===== config.mk =====
export PLATFORM = sky130hd
export DESIGN_NAME = icache_line_fill
export DESIGN_NICKNAME = d
export VERILOG_FILES = /design/src/rtl/icache_line_fill.sv
export SDC_FILE = /design/constraint.sdc
export NUM_CORES = 1
export LEC_CHECK = 0
export CAP_MARGIN = 20
export CORE_AREA = 8 8 294 296
export DETAILED_ROUTE_END_ITERATION = 6
export DIE_AREA = 0 0 302 304
export PLACE_DENSITY = 0.54
export SYNTH_ARGS = -nofsm -noshare
export SYNTH_HDL_FRONTEND = slang
export SYNTH_SLANG_ARGS = --single-unit

===== constraint.sdc =====
create_clock -name clk -period 23.4 [get_ports clk]
set_input_delay 3.51 -clock clk [delete_from_list [all_inputs] [get_ports clk]]
set_output_delay 3.51 -clock clk [all_outputs]
set_load 0.005 [all_outputs]

===== src/rtl/icache_line_fill.sv =====
// icache_line_fill: instruction-cache refill engine; one line-aligned memory read, BEAT_COUNT beats, one-cycle cache write
// Ports: clk/arst (async active-high reset); i_miss/i_miss_addr start a fill from IDLE; o_busy while not IDLE;
// o_mem_req/i_mem_req_ready/o_mem_addr request handshake; i_mem_rvalid/i_mem_rdata/o_mem_rready read beats;
// o_cache_we/o_cache_addr/o_cache_line cache write port.
// Optional macro ICACHE_FILL_ERR_EN adds i_mem_rerr/o_fill_err: an errored fill pulses o_fill_err instead of o_cache_we.
module icache_line_fill #(
    parameter int ADDR_WIDTH  = 64,
    parameter int BLOCK_WIDTH = 512,
    parameter int BEAT_WIDTH  = 64
) (
    input  logic                   clk,
    input  logic                   arst,
`ifdef ICACHE_FILL_ERR_EN
    input  logic                   i_mem_rerr,
    output logic                   o_fill_err,
`endif
    input  logic                   i_miss,
    input  logic [ADDR_WIDTH-1:0]  i_miss_addr,
    output logic                   o_busy,
    output logic                   o_mem_req,
    input  logic                   i_mem_req_ready,
    output logic [ADDR_WIDTH-1:0]  o_mem_addr,
    input  logic                   i_mem_rvalid,
    input  logic [BEAT_WIDTH-1:0]  i_mem_rdata,
    output logic                   o_mem_rready,
    output logic                   o_cache_we,
    output logic [ADDR_WIDTH-1:0]  o_cache_addr,
    output logic [BLOCK_WIDTH-1:0] o_cache_line
);
    localparam int BEAT_COUNT = BLOCK_WIDTH / BEAT_WIDTH;
    localparam int LINE_OFF_W = $clog2(BLOCK_WIDTH / 8);
    localparam int CNT_W      = $clog2(BEAT_COUNT);

    typedef enum logic [1:0] {IDLE, REQ, DATA, WRITE} state_t;

    state_t                 state_q, state_d;
    logic [CNT_W-1:0]       cnt_q, cnt_d;
    logic [ADDR_WIDTH-1:0]  addr_q, addr_d;
    logic [BLOCK_WIDTH-1:0] line_q, line_d;
    logic                   beat;
    logic                   unused_off;
`ifdef ICACHE_FILL_ERR_EN
    logic                   err_q, err_d;
`endif

    // Byte offset within the line is dropped when the address is latched.
    assign unused_off = ^i_miss_addr[LINE_OFF_W-1:0];
    assign beat       = (state_q == DATA) && i_mem_rvalid;

    always_comb begin
        state_d = state_q;
        cnt_d   = cnt_q;
        addr_d  = addr_q;
        line_d  = line_q;
`ifdef ICACHE_FILL_ERR_EN
        err_d   = err_q;
`endif
        case (state_q)
            IDLE: if (i_miss) begin
                state_d = REQ;
                addr_d  = {i_miss_addr[ADDR_WIDTH-1:LINE_OFF_W], {LINE_OFF_W{1'b0}}};
`ifdef ICACHE_FILL_ERR_EN
                err_d   = 1'b0;
`endif
            end
            REQ: state_d = i_mem_req_ready ? DATA : REQ;
            DATA: if (beat) begin
                line_d[BEAT_WIDTH*int'(cnt_q) +: BEAT_WIDTH] = i_mem_rdata;
                // Natural wrap to 0 coincides with the last beat of the line.
                cnt_d   = cnt_q + CNT_W'(1);
                state_d = (cnt_q == CNT_W'(BEAT_COUNT - 1)) ? WRITE : DATA;
`ifdef ICACHE_FILL_ERR_EN
                err_d   = err_q | i_mem_rerr;
`endif
            end
            default: state_d = IDLE;
        endcase
    end

    always_ff @(posedge clk or posedge arst) begin
        if (arst) begin
            state_q <= IDLE;
            cnt_q   <= '0;
            addr_q  <= '0;
            line_q  <= '0;
`ifdef ICACHE_FILL_ERR_EN
            err_q   <= 1'b0;
`endif
        end else begin
            state_q <= state_d;
            cnt_q   <= cnt_d;
            addr_q  <= addr_d;
            line_q  <= line_d;
`ifdef ICACHE_FILL_ERR_EN
            err_q   <= err_d;
`endif
        end
    end

    assign o_busy       = state_q != IDLE;
    assign o_mem_req    = state_q == REQ;
    assign o_mem_rready = state_q == DATA;
    assign o_mem_addr   = addr_q;
    assign o_cache_addr = addr_q;
    assign o_cache_line = line_q;
`ifdef ICACHE_FILL_ERR_EN
    assign o_cache_we   = (state_q == WRITE) && !err_q;
    assign o_fill_err   = (state_q == WRITE) && err_q;
`else
    assign o_cache_we   = state_q == WRITE;
`endif
endmodule


# Word-level counts from Yosys, hierarchy flattened

Cells that the tools add are included.
Widths: inputs -> output; s select.

Add/sub/neg operators: 2
$mul: 0
Div/mod/pow operators: 0
$lt $le $gt $ge: 0
Eq/ne operators: 6
Shifts and indexed selects: 2
Multiplexer cells: 6
Bitwise logic cells: 0
Reductions and logical operators: 6

Operators by type and width:

| kind                      | count |
|---|---|
| $bwmux 512                | 1 |
| $shift 64x33->512 const A | 1 |
| $shiftx 64x33->512        | 1 |
| $neg 9->33                | 1 |
| $mux 2                    | 3 |
| $pmux 2 s3                | 1 |
| $reduce_and 2->1          | 3 |
| $eq 2x2->1 const B        | 2 |
| $add 3x1->3 const B       | 1 |
| $eq 3x3->1 const B        | 1 |
| $eq 2x1->1 const B        | 1 |
| $logic_not 2->1           | 1 |
| $ne 2x1->1 const B        | 1 |
| $ne 2x2->1 const B        | 1 |
| $reduce_bool 2->1         | 1 |
| $logic_and 1x1->1         | 1 |
| $mux 1                    | 1 |

Bits in registers: 575
Bits in latches: 0
Memory bits (writable): 0
ROM bits: 0
Output and inout bits: 644
Memories kept: 0

# Longest topological paths before layout

Gate-level depths: netlist (run 1).

Depth after elaboration: 4
Gate-level depth with buffers: 10
Mapped depth without buffers: 6

# Least setup slack after synthesis (run 1)

No wires, ideal clock.

Path kind: input port to flip-flop
From: input i_mem_rvalid
To: register line_q[100], in the netlist o_cache_line[100]
Setup time: 125 ps
Data arrival time: 4563 ps
Data required time: 23275 ps
Slack: 18712 ps
Stages on the path: 6
Path buffers: 3
Cells stage by stage: and3b_1 buf_6 and3_4 buf_12 buf_12 mux2_4

Longest elaborated chain between the ends: 2

Ends and longest elaborated chain:

| element                           | RTL line | text |
|---|---|---|
| start: declaration                | 23       | `input logic i_mem_rvalid,` |
| $logic_and 1x1->1                 | 48       | `assign beat = (state_q == DATA) && i_mem_rvalid;` |
| $reduce_and 2->1 (no source line) | -        |  |
| end signal: assignment            | 93       | `line_q <= line_d;` |
| end: declaration                  | 39       | `logic [BLOCK_WIDTH-1:0] line_q, line_d;` |

Every way passes these cells.
A chain may end at the register's enable or synchronous reset.

# Worst setup path after layout (run 1)

From: input i_mem_rvalid
To: register line_q[255], in the netlist o_cache_line[255]

Same word-level chain as after synthesis.

==> metrics.md, run 1 <==
| Metric | Value |
|---|---|
| Outcome | `finished clean` |
| Netlist cell types | `35` |
| Clock slew at reported path FFs | `0.05 ns` |
| Routed WL per cell | `26.3 microns` |
| Worst Setup Start Kind | `input port` |
| Delay of the slowest cell on the worst path | `0.80 ns` |
| RSZ-0062 raised after global routing | `false` |
| Largest net degree at the start of global routing | `183` |
| Crit path time final | `5.90 ns` |
| Fmax | `169 MHz` |
| Rows | `105` |
| Slew Limit Fails | `0` |
| H-tree levels | `3` |
| DRC Markers | `0` |
| Sequential area share after synthesis | `57.4%` |
| Syn Area/Cell | `15.0 sq um` |
| Final instance area | `0.0350 sq mm` |
| Die Y | `304 microns` |
| I/O pin total | `777` |
| Commonest non-fill, non-tap cell in the layout | `clkdlybuf4s50_1` |
| PwrDens | `119 mW/mm^2` |
| Starting Density | `30.7%` |
| First-pass GRT wire length | `132000 microns` |
| Final worst-path cycle share | `25.2%` |
| Maximum vdd drop | `0.0705 mV` |
| 1st-pass router iterations | `4` |
| DIE WIDTH | `302 microns` |
| Nets | `2515` |
| Critical Path Sink Type | `flop` |
| Crit path max-delay family | `buffers and inverters` |
| Total track usage | `19.4%` |
| Ys Warns | `0` |
| Clock latency on the worst-skew pair | `0.61 ns` |
| Worst-Margin Slew | `1.15 ns` |
| Skew final | `0.0265 ns` |
| Cells after Synth | `1677` |
| Max-Cap Viols | `0` |
| Root buf cell | `clkbuf_16` |
| Layout cells sized above 1 | `21.8%` |
| CTS Buf Count | `68` |
| Antenna violations before repair | `5` |
| Pre-CTS setup slack | `16.86 ns` |
| Via count | `15979` |
| Area delta synth->final | `39.8%` |
| Worst rel slew slack | `23.4%` |
| Synthesized cell area | `0.0251 sq mm` |
| WP data arrival | `6.39 ns` |
| Grt ovf | `0` |
| Total power | `4.18 mW` |
| Count of buffers from port buffering | `758` |
| Vias in the first global route | `17502` |
| Final hold vios | `0` |
| Die area | `0.0918 sq mm` |
| Leak | `16.1 nW` |
| Worst Path Buf+Inv | `2` |
| Post-CTS setup buffers | `0` |
| Instance area after placement | `0.0329 sq mm` |
| Crit-path cells | `clkdlybuf4s50_1 -> and3b_1 -> and3_4 -> buf_4 -> mux2_2` |
| Antenna viol nets, final | `0` |
| Post-cts sizing count | `0` |
| CP Class | `in2reg` |
| Fin util | `43.0%` |
| Clock Path Buffers | `3` |
| Via-to-Cell Ratio | `4.57` |
| Wirelength, routed | `91900 microns` |
| Routability Congestion | `0.855` |
| CTS Sinks | `575` |
| Seq cells post-synth | `575` |
| Final setup violation count | `0` |
| TritonCTS clock tree | `yes` |
| Worst path slowest cell | `buf_4` |
| Final setup TNS | `0 ns` |
| Iter 0 DRT Violations | `701` |
| Most frequent cells in the layout | `758 x clkdlybuf4s50_1, 574 x dfrtp_1, 240 x mux2_4` |
| HPWL Detailed | `67000 microns` |
| Required time worst endpoint | `23.89 ns` |
| Final setup margin | `17.50 ns` |
| Hold-fix buffer count after cts | `0` |
| Core area | `0.0816 sq mm` |
| Worst-path fanout max | `39` |
| Hold WC Path Type | `reg2reg` |
-- synth_stat cells --
library cell	number	share of area [%]
nand4b_1	1	0.035
o31a_1	1	0.035
and3b_1	2	0.070
clkbuf_1	23	0.34
nor4_1	1	0.025
buf_6	25	1.1
xnor2_1	1	0.035
nor2_2	1	0.025
mux2_1	118	5.3
nor3_4	1	0.065
and3_1	48	1.2
and2_1	147	3.7
dfrtp_1	575	57
nor3_1	1	0.020
a21o_1	1	0.030
buf_4	91	2.7
nand2_1	67	1.0
buf_12	14	1.1
inv_1	69	1.0
nor4b_1	3	0.10
nor4b_2	1	0.060
conb_1	1	0.015
and3_4	2	0.090
nor3b_2	2	0.10
buf_1	6	0.090
buf_2	7	0.14
and2b_1	1	0.030
ha_1	7	0.35
o21ai_0	3	0.060
nand3b_1	1	0.030
nor2b_1	2	0.050
mux2i_1	64	2.6
mux2_4	240	14
mux2_2	149	6.7
or2_2	1	0.025
-- path summary, 6_finish.rpt --
path,startpoint,endpoint,slack (ns),depth (start not counted)
max,i_mem_rvalid,o_cache_line[255]$_DFFE_PP0P_,17.50,5
min,o_cache_line[419]$_DFFE_PP0P_,o_cache_line[419]$_DFFE_PP0P_,0.48,1
max reg2reg,cnt_q[0]$_DFFE_PP0P_,o_cache_line[189]$_DFFE_PP0P_,19.04,8
min reg2reg,o_cache_line[419]$_DFFE_PP0P_,o_cache_line[419]$_DFFE_PP0P_,0.48,1
max in group asynchronous,arst,o_cache_line[302]$_DFFE_PP0P_,17.57,4
min in group asynchronous,arst,o_cache_line[15]$_DFFE_PP0P_,3.43,2
-- power breakdown --
group	total [mW]	switching [mW]	internal, mW
registers	1.49	0.201	1.29
clock network	1.01	0.432	0.578
logic	1.68	0.726	0.958
total	4.18	1.36	2.82
-- per-stage QoR --
| stage | cells | hold WS (ns) |
|---|---|---|
| after floorplan | 1688 | 0.483 |
| after global placement | 3375 | 0.468 |
| after CTS | 3492 | 0.486 |
| after detailed placement | 3375 | 0.474 |
| final | 3498 | 0.483 |
| after global routing | 3492 | 0.501 |
-- cells by family after synthesis --
group	share of synthesized area [%]
other	0.0150
and+or+nand+nor	6.60
adders and majority gates	0.349
AOI/OAI and AO/OA	0.125
muxes	28.9
DFF	57.4
xor gates and xnor gates	0.0349
buffers and inverters	6.57
-- final cells by class --
cell class	instances	area, sq um
multi-input cells	878	9140
clock inverters	16	153
inverters	69	267
well taps	1070	1340
clock buffers	101	1940
flip-flops and latches	575	14400
repair buffers	783	7800
fillers	7484	46500
diodes	6	15.0
-- flip-flops by register name, indices dropped and copies added (netlist names) --
register,count
o_cache_addr,58
o_cache_line,512
cnt_q,3
state_q,2
-- metal layers --
metal	up-vias	track usage, %	part of all wire, %
li1	6998	-	-
met1	8369	23.9	41
met2	499	33.4	50
met3	113	5.01	6.3
met4	0	5.25	2.7
met5	-	0	0
Power figures use the tool's default switching activity.
==> run 2, diff against run 1 <==
--- a/config.mk
+++ b/config.mk
@@ -6,9 +6,9 @@
 export NUM_CORES = 1
 export LEC_CHECK = 0
 export CAP_MARGIN = 20
-export CORE_AREA = 8 8 294 296
+export CORE_AREA = 8 8 298 300
 export DETAILED_ROUTE_END_ITERATION = 6
-export DIE_AREA = 0 0 302 304
+export DIE_AREA = 0 0 306 308
 export PLACE_DENSITY = 0.54
 export SYNTH_ARGS = -nofsm -noshare
 export SYNTH_HDL_FRONTEND = slang
==> constraint.sdc (replaced) <==
create_clock -name clk -period 4.8 [get_ports clk]
set_input_delay 0.72 -clock clk [delete_from_list [all_inputs] [get_ports clk]]
set_output_delay 0.72 -clock clk [all_outputs]
set_load 0.005 [all_outputs]
==> run 2 against run 1 <==
- cell count grew 1.1%
- global-route usage shrank 0.14 points
- count of clock-buffer cells in the layout shrank 7
- wire length grew 2.2%
- register-to-register slack lost 17 ns
- sequential power grew to 4.9 times the previous value
- largest cell class unchanged
- largest power group unchanged
==> metrics.md, run 2 (same netlist as run 1, synthesis figures left out) <==
| Metric | Value |
|---|---|
| Total power | `21.0 mW (+400%)` |
| Final instance area | `0.0356 sq mm (+1.6%)` |
| Net Sw Frac | `31.9% (-0.55 points)` |
| Wirelength, routed | `93900 microns (+2.2%)` |
| Worst-Margin Slew | `0.994 ns (-0.156 ns)` |
| Fin util | `42.3% (-0.68 points)` |
| Maximum vdd drop | `0.406 mV (+480%)` |
| 1st-pass router iterations | `4 (unchanged)` |
| Most frequent cells in the layout | `758 x clkdlybuf4s50_1, 574 x dfrtp_1, 240 x mux2_4` |
| Die area | `0.0942 sq mm (+2.7%)` |
| Worst Path Buf+Inv | `2 (unchanged)` |
| HP Start | `o_cache_line[414]$_DFFE_PP0P_` |
| RSZ-0062 raised after global routing | `false` |
| DIE WIDTH | `306 microns (+1.3%)` |
| Grt ovf | `0 (unchanged)` |
| Clock slew at reported path FFs | `0.06 ns (about the same)` |
| Hold Path Cell Cnt | `1 (unchanged)` |
| Pre-CTS setup slack | `1.49 ns (-15.37 ns)` |
| Slew Limit Fails | `0 (unchanged)` |
| Count of buffers from port buffering | `758 (unchanged)` |
| First-pass GRT wire length | `135000 microns (+2.2%)` |
| HPWL Detailed | `67900 microns (+1.2%)` |
| Fmax | `324 MHz` |
| Routability Congestion | `0.861 (+0.64%)` |
| Crit path launch | `cnt_q[1]$_DFFE_PP0P_` |
| Hold WC Path Type | `reg2reg` |
| Starting Density | `29.8% (-0.96 points)` |
| Post-cts sizing count | `0 (unchanged)` |
| Critical Path Stages | `7 (+2)` |
| Crit path max-delay family | `simple AND/OR/NAND/NOR gates` |
| Final setup violation count | `0 (unchanged)` |
| Antenna violations before repair | `3 (-2)` |
| Die Y | `308 microns (+1.3%)` |
| Via count | `16164 (+1.2%)` |
| Post-CTS setup buffers | `0 (unchanged)` |
| Critical Path Sink Type | `flop` |
| Leak | `16.4 nW (+1.7%)` |
| Via-to-Cell Ratio | `4.57 (about the same)` |
| Antenna viol nets, final | `0 (unchanged)` |
| DRC Markers | `0 (unchanged)` |
| Largest net degree at the start of global routing | `88 (-52%)` |
| Rows | `107 (+1.9%)` |
| Worst path slowest cell | `and3_4` |
| Reg2Reg Depth | `7 (-1)` |
| Area delta synth->final | `42.0%` |
| TritonCTS clock tree | `yes` |
| Layout cells sized above 1 | `23.0% (+1.2 points)` |
| Psw | `6.71 mW (+390%)` |
| Max-Cap Viols | `0 (unchanged)` |
| Worst flop-to-flop path startpoint | `cnt_q[1]$_DFFE_PP0P_` |
| PwrDens | `590 mW/mm^2 (+390%)` |
| CTS Buf Count | `70 (+2.9%)` |
| Total track usage | `19.3% (-0.14 points)` |
| Core area | `0.0842 sq mm (+3.2%)` |
| Crit path time final | `3.08 ns` |
| WP data arrival | `3.55 ns (-2.84 ns)` |
| Clock Path Buffers | `3 (unchanged)` |
| Nets | `2531 (+0.64%)` |
| Vias in the first global route | `17586 (+0.48%)` |
| Iter 0 DRT Violations | `721 (+2.9%)` |
| Instance area after placement | `0.0332 sq mm (+0.77%)` |
| CP Class | `reg2reg` |
| Final hold vios | `0 (unchanged)` |
| Final setup TNS | `0 ns (unchanged)` |
| CTS Sinks | `575 (unchanged)` |
| Clock power share | `26.1% (+2.0 points)` |
| Comb power frac | `39.3% (-1.0 points)` |
| Crit-path cells | `inv_1 -> ha_4 -> ha_1 -> o31a_1 -> and3_4 -> buf_4 -> mux2_4` |
| Worst Setup Start Kind | `flop` |
| Skew final | `0.0250 ns (-0.00144 ns)` |
| Hold-fix buffer count after cts | `0 (unchanged)` |
| Worst-path fanout max | `33 (-15%)` |
| Final setup margin | `1.72 ns (-15.78 ns)` |
| Clock latency on the worst-skew pair | `0.60 ns (about the same)` |
| Outcome | `finished clean` |
| Reg power frac | `34.6% (-1.0 points)` |
| I/O pin total | `777 (unchanged)` |
| Max reg flops | `512 (unchanged)` |
| Internal power | `14.3 mW (+410%)` |
| Delay of the slowest cell on the worst path | `0.76 ns (-0.04 ns)` |
| H-tree levels | `3 (unchanged)` |
| Final worst-path cycle share | `64.3%` |
| Root buf cell | `clkbuf_16` |
| Required time worst endpoint | `5.27 ns (-18.62 ns)` |
| Routed WL per cell | `26.6 microns (+1.1%)` |
| Commonest non-fill, non-tap cell in the layout | `clkdlybuf4s50_1` |
| Worst rel slew slack | `33.8% (+10 points)` |
## run 2: final timing paths
path	end	slack [ns]
worst max register to register	o_cache_line[73]$_DFFE_PP0P_	1.72
worst max-delay path	o_cache_line[73]$_DFFE_PP0P_	1.72
worst min register to register	o_cache_line[414]$_DFFE_PP0P_	0.48
max in group asynchronous	cnt_q[0]$_DFFE_PP0P_	3.17
min in group asynchronous	o_cache_line[203]$_DFFE_PP0P_	0.54
worst min-delay path	o_cache_line[414]$_DFFE_PP0P_	0.48
## run 2: layout make-up
type                            instances  area, sq um
Antenna cell                            2         5.00
Tap cell                             1090         1360
Fill cell                            7700        48600
Sequential cell                       575        14400
Inverter                               69          263
Clock buffer                           94         2000
Clock inverter                         31          374
Timing Repair Buffer                  797         8040
Multi-Input combinational cell        878         9150
## run 2: power by group through the flow
stage          Clock [mW]  Combinational [mW]  Sequential (mW)
2_1_floorplan           0                3.38             7.24
3_3_place_gp            0                8.37             7.27
3_5_place_dp            0                8.46             7.32
4_1_cts              5.65                8.50             7.28
5_1_grt              5.85                8.80             7.45
6_report             5.48                8.26             7.27
## run 2: metrics by stage
stage	std cells	hold WS, ns
after floorplan	1688	0.483
after global placement	3408	0.469
after detailed placement	3408	0.474
after CTS	3533	0.487
after global routing	3534	0.504
final	3536	0.481
## run 2: per-layer routing
metal	track usage, %	up-vias	routed length [microns]
met4	5.50	0	2390
met3	5.17	113	6160
met5	0	-	0
met1	23.7	8525	38600
met2	33.0	479	46800
li1	-	7047	-
==> run 3, diff against run 2 <==
==> constraint.sdc (replaced) <==
create_clock -name clk -period 2.7 [get_ports clk]
set_input_delay 0.405 -clock clk [delete_from_list [all_inputs] [get_ports clk]]
set_output_delay 0.405 -clock clk [all_outputs]
set_load 0.005 [all_outputs]
==> run 3 against run 2 <==
- count of clock-buffer cells in the layout up 10
- largest cell class unchanged
- largest power group unchanged
- register-to-register slack worse by 1.5 ns
- non-clock buffer count up 36
- sequential power up 79%
- critical path type unchanged
==> metrics.md, run 3 (same netlist as run 1, synthesis figures left out) <==
| Metric | Value |
|---|---|
| Met3 usage | `5.48% (+0.31 points)` |
| Routed WL per cell | `26.1 microns (-1.7%)` |
| Via count | `16244 (+0.49%)` |
| Clock slew at reported path FFs | `0.06 ns (about the same)` |
| Commonest non-fill, non-tap cell in the layout | `clkdlybuf4s50_1` |
| Nets | `2566 (+1.4%)` |
| Area delta synth->final | `44.1%` |
| Clock Path Buffers | `3 (unchanged)` |
| Leak | `16.6 nW (+1.4%)` |
| Antenna viol nets, final | `0 (unchanged)` |
| Total track usage | `19.2% (-0.050 points)` |
| CTS Sinks | `575 (unchanged)` |
| Die Y | `308 microns (unchanged)` |
| Antenna violations before repair | `9 (+6)` |
| Post-CTS setup buffers | `0 (unchanged)` |
| CP Class | `reg2reg` |
| Fin util | `42.9% (+0.63 points)` |
| Total power | `37.5 mW (+78%)` |
| Post-cts sizing count | `0 (unchanged)` |
| Clock latency on the worst-skew pair | `0.61 ns (about the same)` |
| GRT busiest layer | `met2` |
| Fin Hold WS | `0.181 ns (-0.299 ns)` |
| Hold WC Path Type | `in2async` |
| Routability Congestion | `0.868 (+0.77%)` |
| Final setup violation count | `0 (unchanged)` |
| H-tree levels | `3 (unchanged)` |
| Critical Path Sink Type | `flop` |
| Worst-path fanout max | `22 (-33%)` |
| Max reg flops | `512 (unchanged)` |
| Max-Cap Viols | `0 (unchanged)` |
| GR Layer Usage met1 | `23.1% (-0.67 points)` |
| TritonCTS clock tree | `yes` |
| Root buf cell | `clkbuf_16` |
| Worst rel slew slack | `63.2% (+29 points)` |
| Final hold vios | `0 (unchanged)` |
| Skew final | `0.0365 ns (+0.0115 ns)` |
| Wirelength, routed | `93200 microns (-0.77%)` |
| Most frequent cells in the layout | `758 x clkdlybuf4s50_1, 574 x dfrtp_1, 240 x mux2_4` |
| DRC Markers | `0 (unchanged)` |
| Slew Limit Fails | `0 (unchanged)` |
| Met2 global-route usage | `32.5% (-0.54 points)` |
| Starting Density | `29.8% (unchanged)` |
| WP data arrival | `2.98 ns (-0.57 ns)` |
| Worst Setup Start Kind | `flop` |
| Final worst-path cycle share | `92.9% (+29 points)` |
| I/O pin total | `777 (unchanged)` |
| Fmax | `399 MHz (+23%)` |
| Largest net degree at the start of global routing | `92 (+4.5%)` |
| Core area | `0.0842 sq mm (unchanged)` |
| Iter 0 DRT Violations | `659 (-8.6%)` |
| Layout cells sized above 1 | `23.7% (+0.73 points)` |
| PwrDens | `1040 mW/mm^2 (+76%)` |
| Hold-fix buffer count after cts | `0 (unchanged)` |
| Rows | `107 (unchanged)` |
| 1st-pass router iterations | `4 (unchanged)` |
| First-pass GRT wire length | `135000 microns (about the same)` |
| Crit path time final | `2.51 ns (-0.577 ns)` |
| Vias in the first global route | `17964 (+2.1%)` |
| Maximum vdd drop | `0.680 mV (+67%)` |
| HPWL Detailed | `70000 microns (+3.2%)` |
| Outcome | `finished clean` |
| Via-to-Cell Ratio | `4.55 (-0.49%)` |
| DIE WIDTH | `306 microns (unchanged)` |
| Die area | `0.0942 sq mm (unchanged)` |
| CTS Buf Count | `69 (-1.4%)` |
| Count of buffers from port buffering | `758 (unchanged)` |
| Worst-Margin Slew | `0.552 ns (-0.441 ns)` |
| Grt ovf | `0 (unchanged)` |
| RSZ-0062 raised after global routing | `false` |
| Required time worst endpoint | `3.17 ns (-2.10 ns)` |
run 3: changes by cell type in the layout (fill, tap and decap cells not counted), sizes merged:
cell | previous run | this run
buf | 39 | 75
clkbuf | 94 | 104
clkinv | 19 | 9
bufinv | 7 | 4
clkinvlp | 2 | 3
diode | 2 | 3
run 3: layer usage:
layer	up-vias	part of all wire, %
met3	158	6.9
met5	-	0
met1	8446	40
met4	0	4.1
li1	7102	-
met2	538	49
run 3: worst max-delay path: stages (launching register included):
cell and delay, ns:
dfrtp_2 0.39, inv_1 0.16, ha_4 0.17, ha_1 0.30
buf_4 0.18, nor4b_4 0.42, buf_12 0.20, buf_12 0.19
mux2_2 0.35
run 3: area by class of cell:
cell class,count,area (sq um)
fill,7670,48100
sequential,575,14400
multi-input combinational,878,9150
timing repair buffer,833,8610
clock buffer,104,2060
tap,1090,1360
clock inverter,19,274
inverter,69,263
antenna,3,7.51
run 3: per-stage QoR:
step	cell area (sq um)	std cells	setup WS (ns)	TNS [ns]
final	36100	3571	0.193	0
after global routing	36100	3568	0.0693	0
after CTS	36100	3568	0.152	0
after detailed placement	33800	3445	0.161	0
after global placement	33800	3445	0.194	0
after floorplan	25100	1688	-5.54	-3184.66
run 3: worst paths after layout:
path                                                from                            end  slack (ns)  cells after the start
setup / recovery                    cnt_q[0]$_DFFE_PP0P_  o_cache_line[338]$_DFFE_PP0P_        0.19                      8
hold / removal                                      arst  o_cache_line[145]$_DFFE_PP0P_        0.18                      2
setup reg to reg                    cnt_q[0]$_DFFE_PP0P_  o_cache_line[338]$_DFFE_PP0P_        0.19                      8
hold reg to reg            o_cache_line[384]$_DFFE_PP0P_  o_cache_line[384]$_DFFE_PP0P_        0.48                      1
max in group asynchronous                           arst  o_cache_line[306]$_DFFE_PP0P_        1.66                      3
min in group clk                         i_miss_addr[61]   o_cache_addr[61]$_DFFE_PP0P_        0.40                      2
run 3: report_power, final:
| group | internal (mW) | switching [mW] |
|---|---|---|
| logic | 8.62 | 6.31 |
| clock network | 5.70 | 3.85 |
| registers | 11.2 | 1.81 |
| total | 25.5 | 12.0 |
